[src/rtl/moa_param_pipe_if.sv]
// Operand-beat and result streams of the pipelined multi-operand adder.
// The producer/consumer side uses the master modport, the adder uses the slave modport.
interface moa_param_pipe_if #(
  parameter int NUM_OPS = 8,
  parameter int IN_W    = 8,
  parameter int ACC_EXT = 8
);
  localparam int OUT_W = IN_W + $clog2(NUM_OPS) + ACC_EXT;

  logic                    in_valid;
  logic                    in_ready;
  logic [NUM_OPS*IN_W-1:0] in_data;
  logic                    in_signed;
  logic                    in_acc;
  logic                    in_last;
  logic                    out_valid;
  logic                    out_ready;
  logic [OUT_W-1:0]        out_data;
  logic [7:0]              out_beats;

  modport master (
    output in_valid, in_data, in_signed, in_acc, in_last, out_ready,
    input  in_ready, out_valid, out_data, out_beats
  );

  modport slave (
    input  in_valid, in_data, in_signed, in_acc, in_last, out_ready,
    output in_ready, out_valid, out_data, out_beats
  );
endinterface

[src/rtl/moa_param_pipe.sv]
// Two-stage pipelined multi-operand adder: a 4:2 compressor tree (S1) followed by a
// carry-propagate add with optional multi-beat accumulation into the output register (S2).
module moa_param_pipe #(
  parameter int NUM_OPS = 8,
  parameter int IN_W    = 8,
  parameter int ACC_EXT = 8
) (
  input  logic            clk,
  input  logic            rst_n,
  moa_param_pipe_if.slave bus
);
  localparam int OUT_W  = IN_W + $clog2(NUM_OPS) + ACC_EXT;
  localparam int LEVELS = $clog2(NUM_OPS) - 1;

  logic en;
  assign en           = !bus.out_valid || bus.out_ready;
  assign bus.in_ready = en;

  // Each level halves the vector count; NUM_OPS is a power of two >= 4, so every
  // level above the final pair holds a multiple of four vectors.
  for (genvar l = 0; l <= LEVELS; l++) begin : lvl_g
    localparam int N = NUM_OPS >> l;
    logic [N*OUT_W-1:0] v;

    if (l == 0) begin : ext_g
      for (genvar k = 0; k < NUM_OPS; k++) begin : op_g
        logic [IN_W-1:0] op;
        logic            sb;
        assign op = bus.in_data[k*IN_W +: IN_W];
        assign sb = op[IN_W-1] & bus.in_signed;
        assign v[k*OUT_W +: OUT_W] = {{(OUT_W-IN_W){sb}}, op};
      end
    end else begin : cmp_g
      for (genvar g = 0; g < N/2; g++) begin : grp_g
        logic [OUT_W-1:0] a, b, c, d, s1, c1;
        assign a  = lvl_g[l-1].v[(4*g+0)*OUT_W +: OUT_W];
        assign b  = lvl_g[l-1].v[(4*g+1)*OUT_W +: OUT_W];
        assign c  = lvl_g[l-1].v[(4*g+2)*OUT_W +: OUT_W];
        assign d  = lvl_g[l-1].v[(4*g+3)*OUT_W +: OUT_W];
        assign s1 = a ^ b ^ c;
        assign c1 = ((a & b) | (a & c) | (b & c)) << 1;
        assign v[(2*g)*OUT_W +: OUT_W]   = s1 ^ c1 ^ d;
        assign v[(2*g+1)*OUT_W +: OUT_W] = ((s1 & c1) | (s1 & d) | (c1 & d)) << 1;
      end
    end
  end

  logic [OUT_W-1:0] tree_sum, tree_carry;
  assign tree_sum   = lvl_g[LEVELS].v[OUT_W-1:0];
  assign tree_carry = lvl_g[LEVELS].v[2*OUT_W-1:OUT_W];

  logic [OUT_W-1:0] s1_sum, s1_carry;
  logic             s1_valid, s1_acc, s1_last;

  always_ff @(posedge clk) begin
    if (!rst_n) begin
      s1_sum   <= '0;
      s1_carry <= '0;
      s1_valid <= 1'b0;
      s1_acc   <= 1'b0;
      s1_last  <= 1'b0;
    end else if (en) begin
      s1_sum   <= tree_sum;
      s1_carry <= tree_carry;
      s1_valid <= bus.in_valid;
      s1_acc   <= bus.in_acc;
      s1_last  <= bus.in_last;
    end
  end

  logic [OUT_W-1:0] acc_reg;
  logic [7:0]       beat_cnt;
  logic [OUT_W-1:0] total;
  logic [7:0]       cnt_inc;

  assign total   = s1_sum + s1_carry + (s1_acc ? acc_reg : '0);
  assign cnt_inc = (beat_cnt == 8'hFF) ? 8'hFF : beat_cnt + 8'd1;

  // A stalled output blocks the whole pipe, so the accumulator never runs ahead of it.
  always_ff @(posedge clk) begin
    if (!rst_n) begin
      acc_reg       <= '0;
      beat_cnt      <= '0;
      bus.out_valid <= 1'b0;
      bus.out_data  <= '0;
      bus.out_beats <= '0;
    end else if (en) begin
      if (s1_valid && !s1_acc) begin
        bus.out_valid <= 1'b1;
        bus.out_data  <= total;
        bus.out_beats <= 8'd1;
      end else if (s1_valid && !s1_last) begin
        acc_reg       <= total;
        beat_cnt      <= cnt_inc;
        bus.out_valid <= 1'b0;
      end else if (s1_valid) begin
        bus.out_valid <= 1'b1;
        bus.out_data  <= total;
        bus.out_beats <= cnt_inc;
        acc_reg       <= '0;
        beat_cnt      <= '0;
      end else begin
        bus.out_valid <= 1'b0;
      end
    end
  end
endmodule

[src/flat_wrapper.sv]
// flat-port wrapper written by rule: the top's interface ports become plain ports
module moa_param_pipe_flat 
#(
  parameter int NUM_OPS = 8,
  parameter int IN_W    = 8,
  parameter int ACC_EXT = 8
)
  (clk, rst_n, bus_in_valid, bus_in_data, bus_in_signed, bus_in_acc, bus_in_last, bus_out_ready, bus_in_ready, bus_out_valid, bus_out_data, bus_out_beats);
  moa_param_pipe_if #(.NUM_OPS(NUM_OPS), .IN_W(IN_W), .ACC_EXT(ACC_EXT)) bus_i ();
  input  logic clk;
  input  logic rst_n;
  input wire logic [$bits(bus_i.in_valid)-1:0] bus_in_valid;
  input wire logic [$bits(bus_i.in_data)-1:0] bus_in_data;
  input wire logic [$bits(bus_i.in_signed)-1:0] bus_in_signed;
  input wire logic [$bits(bus_i.in_acc)-1:0] bus_in_acc;
  input wire logic [$bits(bus_i.in_last)-1:0] bus_in_last;
  input wire logic [$bits(bus_i.out_ready)-1:0] bus_out_ready;
  output wire logic [$bits(bus_i.in_ready)-1:0] bus_in_ready;
  output wire logic [$bits(bus_i.out_valid)-1:0] bus_out_valid;
  output wire logic [$bits(bus_i.out_data)-1:0] bus_out_data;
  output wire logic [$bits(bus_i.out_beats)-1:0] bus_out_beats;
  assign bus_i.in_valid = bus_in_valid;
  assign bus_i.in_data = bus_in_data;
  assign bus_i.in_signed = bus_in_signed;
  assign bus_i.in_acc = bus_in_acc;
  assign bus_i.in_last = bus_in_last;
  assign bus_i.out_ready = bus_out_ready;
  assign bus_in_ready = bus_i.in_ready;
  assign bus_out_valid = bus_i.out_valid;
  assign bus_out_data = bus_i.out_data;
  assign bus_out_beats = bus_i.out_beats;
  moa_param_pipe #(.NUM_OPS(NUM_OPS), .IN_W(IN_W), .ACC_EXT(ACC_EXT)) u_core (.clk(clk), .rst_n(rst_n), .bus(bus_i));
endmodule
[config.mk]
export PLATFORM = sky130hd
export DESIGN_NAME = moa_param_pipe_flat
export DESIGN_NICKNAME = d
export VERILOG_FILES = /design/src/rtl/moa_param_pipe_if.sv /design/src/rtl/moa_param_pipe.sv /design/src/flat_wrapper.sv
export SDC_FILE = /design/constraint.sdc
export NUM_CORES = 1
export LEC_CHECK = 0
export ABC_AREA = 1
export CORE_ASPECT_RATIO = 0.8
export CORE_MARGIN = 3
export CORE_UTILIZATION = 40
export DETAILED_ROUTE_END_ITERATION = 10
export SYNTH_ARGS = -nofsm -noshare
export SYNTH_HDL_FRONTEND = slang
export SYNTH_SLANG_ARGS = --single-unit
[constraint.sdc]
create_clock -name clk -period 3.4 [get_ports clk]
set_input_delay 0.34 -clock clk [delete_from_list [all_inputs] [get_ports clk]]
set_output_delay 0.34 -clock clk [all_outputs]
set_load 0.005 [all_outputs]
==> Flow_metrics.wiki <==
{| class="wikitable"
! Metric !! Value
|-
| Vias in the first global route || around 5,000
|-
| Die X-Extent || 143 um
|-
| Count of clock tree sinks || 81
|-
| Share of the synthesized area in the top cell type || 0.272
|-
| Cells after Synth || ~760
|-
| Series of cell instances along the critical path || clkdlybuf4s50_1 -> nand2_1 -> fa_1 -> inv_1 -> fa_1 -> inv_1 -> fa_1 -> inv_1 -> fa_1 -> o21ai_0 -> nor2_1
|-
| Final setup slack of the worst path || ~0.2 ns
|-
| Delay of the slowest critical-path stage || approximately 0.61 ns
|-
| Floorplan core area || 14,400 um2
|-
| Hold path startpoint || u_core.acc_reg[13]
|-
| Critical-path top delay cell || clkdlybuf4s50_1
|-
| GPL Wtd Cong || roughly 0.84
|-
| Placed Cells || between 1,000 and 1,500
|-
| Data required time at the worst endpoint || 3.64 ns
|-
| Total grt overflow || 0
|-
| Summed negative setup slack over all endpoints || 0 ns
|-
| DIE HEIGHT || between 100 and 150 um
|-
| First-pass GRT wire length || between 20,000 and 25,000 um
|-
| Vias per std cell || 4.71
|-
| Pin count of the biggest net entering global routing || 32
|-
| Upper clock frequency limit || around 310 MHz
|-
| Stages on the worst setup path || 11
|-
| Share of final-layout standard cells stronger than drive strength 1 || 0.0548
|-
| Largest family of logic cells by synthesized area || adder cells
|-
| Number of I/O pins || 100
|-
| Non-filler instance count after layout || approximately 1,000
|-
| Largest area contributor in the synthesized netlist || dfxtp_1
|-
| Buffer cell driving the clock tree root || clkbuf_16
|-
| Area used by multi-input combinational logic || between 3000 and 4000 um2
|-
| End point of the most critical hold path || u_core.acc_reg[13]
|-
| Min-Delay Path Depth || 2
|-
| Area of placed instances || approximately 7100 um2
|-
| Endpoint type of the worst setup path || register
|-
| Area fraction in compound gates after synthesis || 0.101
|-
| Uppermost layer routed || met4
|-
| Most numerous cell on the critical path || fa_1
|-
| Status || completed
|-
| Syn nets || between 900 and 1,000
|-
| Initial core utilization || 0.413
|-
| Dominant synthesized flop cell || dfxtp_1
|-
| Fraction of synthesized area in multiplexers || 0
|-
| Register-to-Register Setup Slack || between 0.6 and 0.7 ns
|-
| Total of hold buffers inserted after clock tree synthesis || 0
|-
| Length of routed wiring on met1 || 6310 um
|-
| Synth area leaders || dfxtp_1 27%, fa_1 25%, nand2_1 11%, inv_1 7.7%, nor2_1 6.0%
|-
| Yosys warning total || 0
|-
| HPWL after detailed placement || ~11,000 um
|-
| Basic-gate share of the synthesized area counting and, or, nand and nor cells || 0.216
|-
| Number of cell instances on the worst register-to-register path || 11
|-
| Worst Path Class, Setup || in -> reg
|-
| Leakage dissipation || roughly 3.6 nW
|-
| Worst R2R End || u_core.bus.out_data[17]
|-
| Routed wire length on met2 || 6430 um
|-
| Adder-cell area share of the yosys netlist || 0.296
|-
| Vias || approximately 4,900
|-
| Routed WL || ~13,000 um
|-
| # setup viols final || 0
|-
| Worst slew margin || 0.348
|-
| Worst Tran Pin Value || 0.977 ns
|-
| Clock tree from TritonCTS || yes
|-
| Power density relative to cell area || between 500 and 600 nW/um2
|-
| Remaining DRCs || 0
|-
| Syn avg cell area || 7.84 um2
|-
| Number of gates resized after CTS || 0
|-
| Maximum resistive drop on vdd || between 0.2 and 0.3 mV
|-
| Number of filler cells placed in the layout || approximately 1,400
|-
| Worst path bufs/invs || 4
|-
| Overall routing resource usage || 0.175
|-
| Category of cells accounting for the largest share of critical-path delay || adder cells
|-
| Maximum level of the CTS H-tree || 3
|-
| Deepest clock path buffer count || 2
|-
| Sequential Area || 1620 um2
|-
| Clock insertion delay at the later pin of the skew report || 0.34 ns
|-
| Routed wirelength normalized by instance count || between 10 and 15 um
|-
| Slew Viols, Final || 0
|-
| Xor/xnor cell area share of the yosys netlist || 0.0147
|-
| Placement row count || 39
|-
| Portion of the clock cycle consumed by the worst path in the final layout || 0.940
|-
| DRT Pass-1 Iters || 4
|-
| Number of buffers inserted by post-CTS setup repair || 0
|-
| Start of the worst register-to-register path || u_core.s1_sum[17]
|-
| Setup WS pre-CTS || -0.173 ns
|-
| Clock slew at the register clock pins of the worst setup and hold paths || about 0.060 ns
|-
| Total Nets Final || approximately 1,000
|-
| Detail Route Antenna Nets || 0
|-
| Final Critical Period || around 3.2 ns
|-
| Layout area overhead || 23.8%
|-
| Netlist area before placement || roughly 6000 um2
|-
| Number of CTS-inserted buffers || 9
|-
| Async set or reset register ratio after synthesis || 0
|-
| Skew final || ~0.0084 ns
|-
| Setup repair after global routing missed its margin || no
|-
| Flip-flop and latch count after synthesis || between 80 and 90
|-
| Routed length on met3 || 585 um
|-
| Class of the tightest hold or removal check || reg -> reg
|-
| Critical Path Start Type || input pin
|-
| Number of antenna repair diodes || 0
|-
| Worst Path Arrival || ~3.4 ns
|-
| Number of max-cap violations || 0
|-
| Number of antenna violations at the first check in global routing || 0
|-
| Number of failing hold endpoints at the final stage || 0
|-
| DIE AREA || around 16,000 um2
|-
| DRT iter0 DRCs || around 210
|-
| Post-route standard cell area excluding fillers || approximately 7400 um2
|-
| Portion of the post-synthesis area used by sequential elements || 0.272
|-
| Number of flops mapped to enable cells by yosys || 0
|-
| Post-synth cell types || 36
|-
| Quantity of I/O buffers inserted on ports || 99
|-
| Crit Path Max Fanout || 8
|}
[worst max-delay path by stage]
stage               slack, ns               end          start
floorplan                0.38  u_core.s1_sum[8]  bus_in_signed
global placement        -0.08  u_core.s1_sum[8]  bus_in_signed
detailed placement      -0.17  u_core.s1_sum[8]  bus_in_signed
CTS                      0.19  u_core.s1_sum[8]  bus_in_signed
global route             0.01  u_core.s1_sum[9]  bus_in_signed
finish                   0.20  u_core.s1_sum[8]  bus_in_signed
[cells in the final DEF, fill, tap and decap left out, types with 2 or more instances in the layout]
master	instances
a21oi_1	53
a21oi_2	4
a31oi_1	3
buf_4	7
clkbuf_16	9
clkdlybuf4s50_1	99
clkinv_4	2
clkinvlp_4	2
dfxtp_1	81
fa_1	74
ha_1	23
inv_1	122
inv_2	3
nand2_1	173
nand2_2	4
nand3_1	17
nand3b_1	4
nor2_1	95
nor2_2	3
nor3_2	2
nor4_1	2
o21ai_0	40
o21ai_1	11
or2_2	3
xor2_1	9
[cell type report]
cell class | instances | share of cell area
Clock buffer | 10 | 0.0323
Inverter | 126 | 0.0641
Sequential cell | 81 | 0.219
Clock inverter | 5 | 0.00558
Timing Repair Buffer | 106 | 0.141
Multi-Input combinational cell | 530 | 0.506
Tap cell | 184 | 0.0311
[cell families (layout without fill, tap and decap cells)]
group / count (synthesis) / after routing
fa+ha+maj: 97 / 97
simple gates: 309 / 309
xor+xnor: 10 / 10
buf+inv: 151 / 247
compound gates: 114 / 114
flops: 81 / 81
[layer usage]
layer / GRT usage / vias up
met1: 0.234 / 2308
li1: - / 2514
met5: 0 / -
met2: 0.297 / 78
met4: 0.0380 / 0
met3: 0.0345 / 7
[through the flow]
step	hold slack (ns)	utilization	power, mW
final	0.466	0.512	4.06
after global routing	0.478	0.512	4.50
after CTS	0.468	0.512	4.12
after detailed placement	0.458	0.493	3.19
after global placement	0.454	0.493	3.14
after floorplan	0.444	-	2.60
[cell usage after synthesis (3+ instances only)]
| cell type | number |
|---|---|
| ha_1 | 23 |
| clkbuf_1 | 11 |
| buf_6 | 3 |
| buf_2 | 5 |
| a21oi_2 | 4 |
| fa_1 | 74 |
| o21ai_1 | 11 |
| or2_2 | 3 |
| a21oi_1 | 53 |
| buf_1 | 4 |
| inv_1 | 122 |
| nand2_2 | 4 |
| nand2_1 | 173 |
| dfxtp_1 | 81 |
| nor2_2 | 3 |
| nand3_1 | 17 |
| a31oi_1 | 3 |
| o21ai_0 | 40 |
| xor2_1 | 9 |
| nand3b_1 | 4 |
| nor2_1 | 95 |
| inv_2 | 3 |
[where the power goes]
group          leakage (nW)  switching, mW  internal (mW)
logic                  2.76           1.12          0.785
clock network         0.131          0.401          0.515
registers             0.663          0.138           1.10
total                  3.56           1.66           2.40
[tightest hold or removal path, stage by stage, from the launching register on]
cell and delay [ns]:
dfxtp_1 0.31, nand2_1 0.06, a21oi_1 0.06
Power figures use the tool's default switching activity.
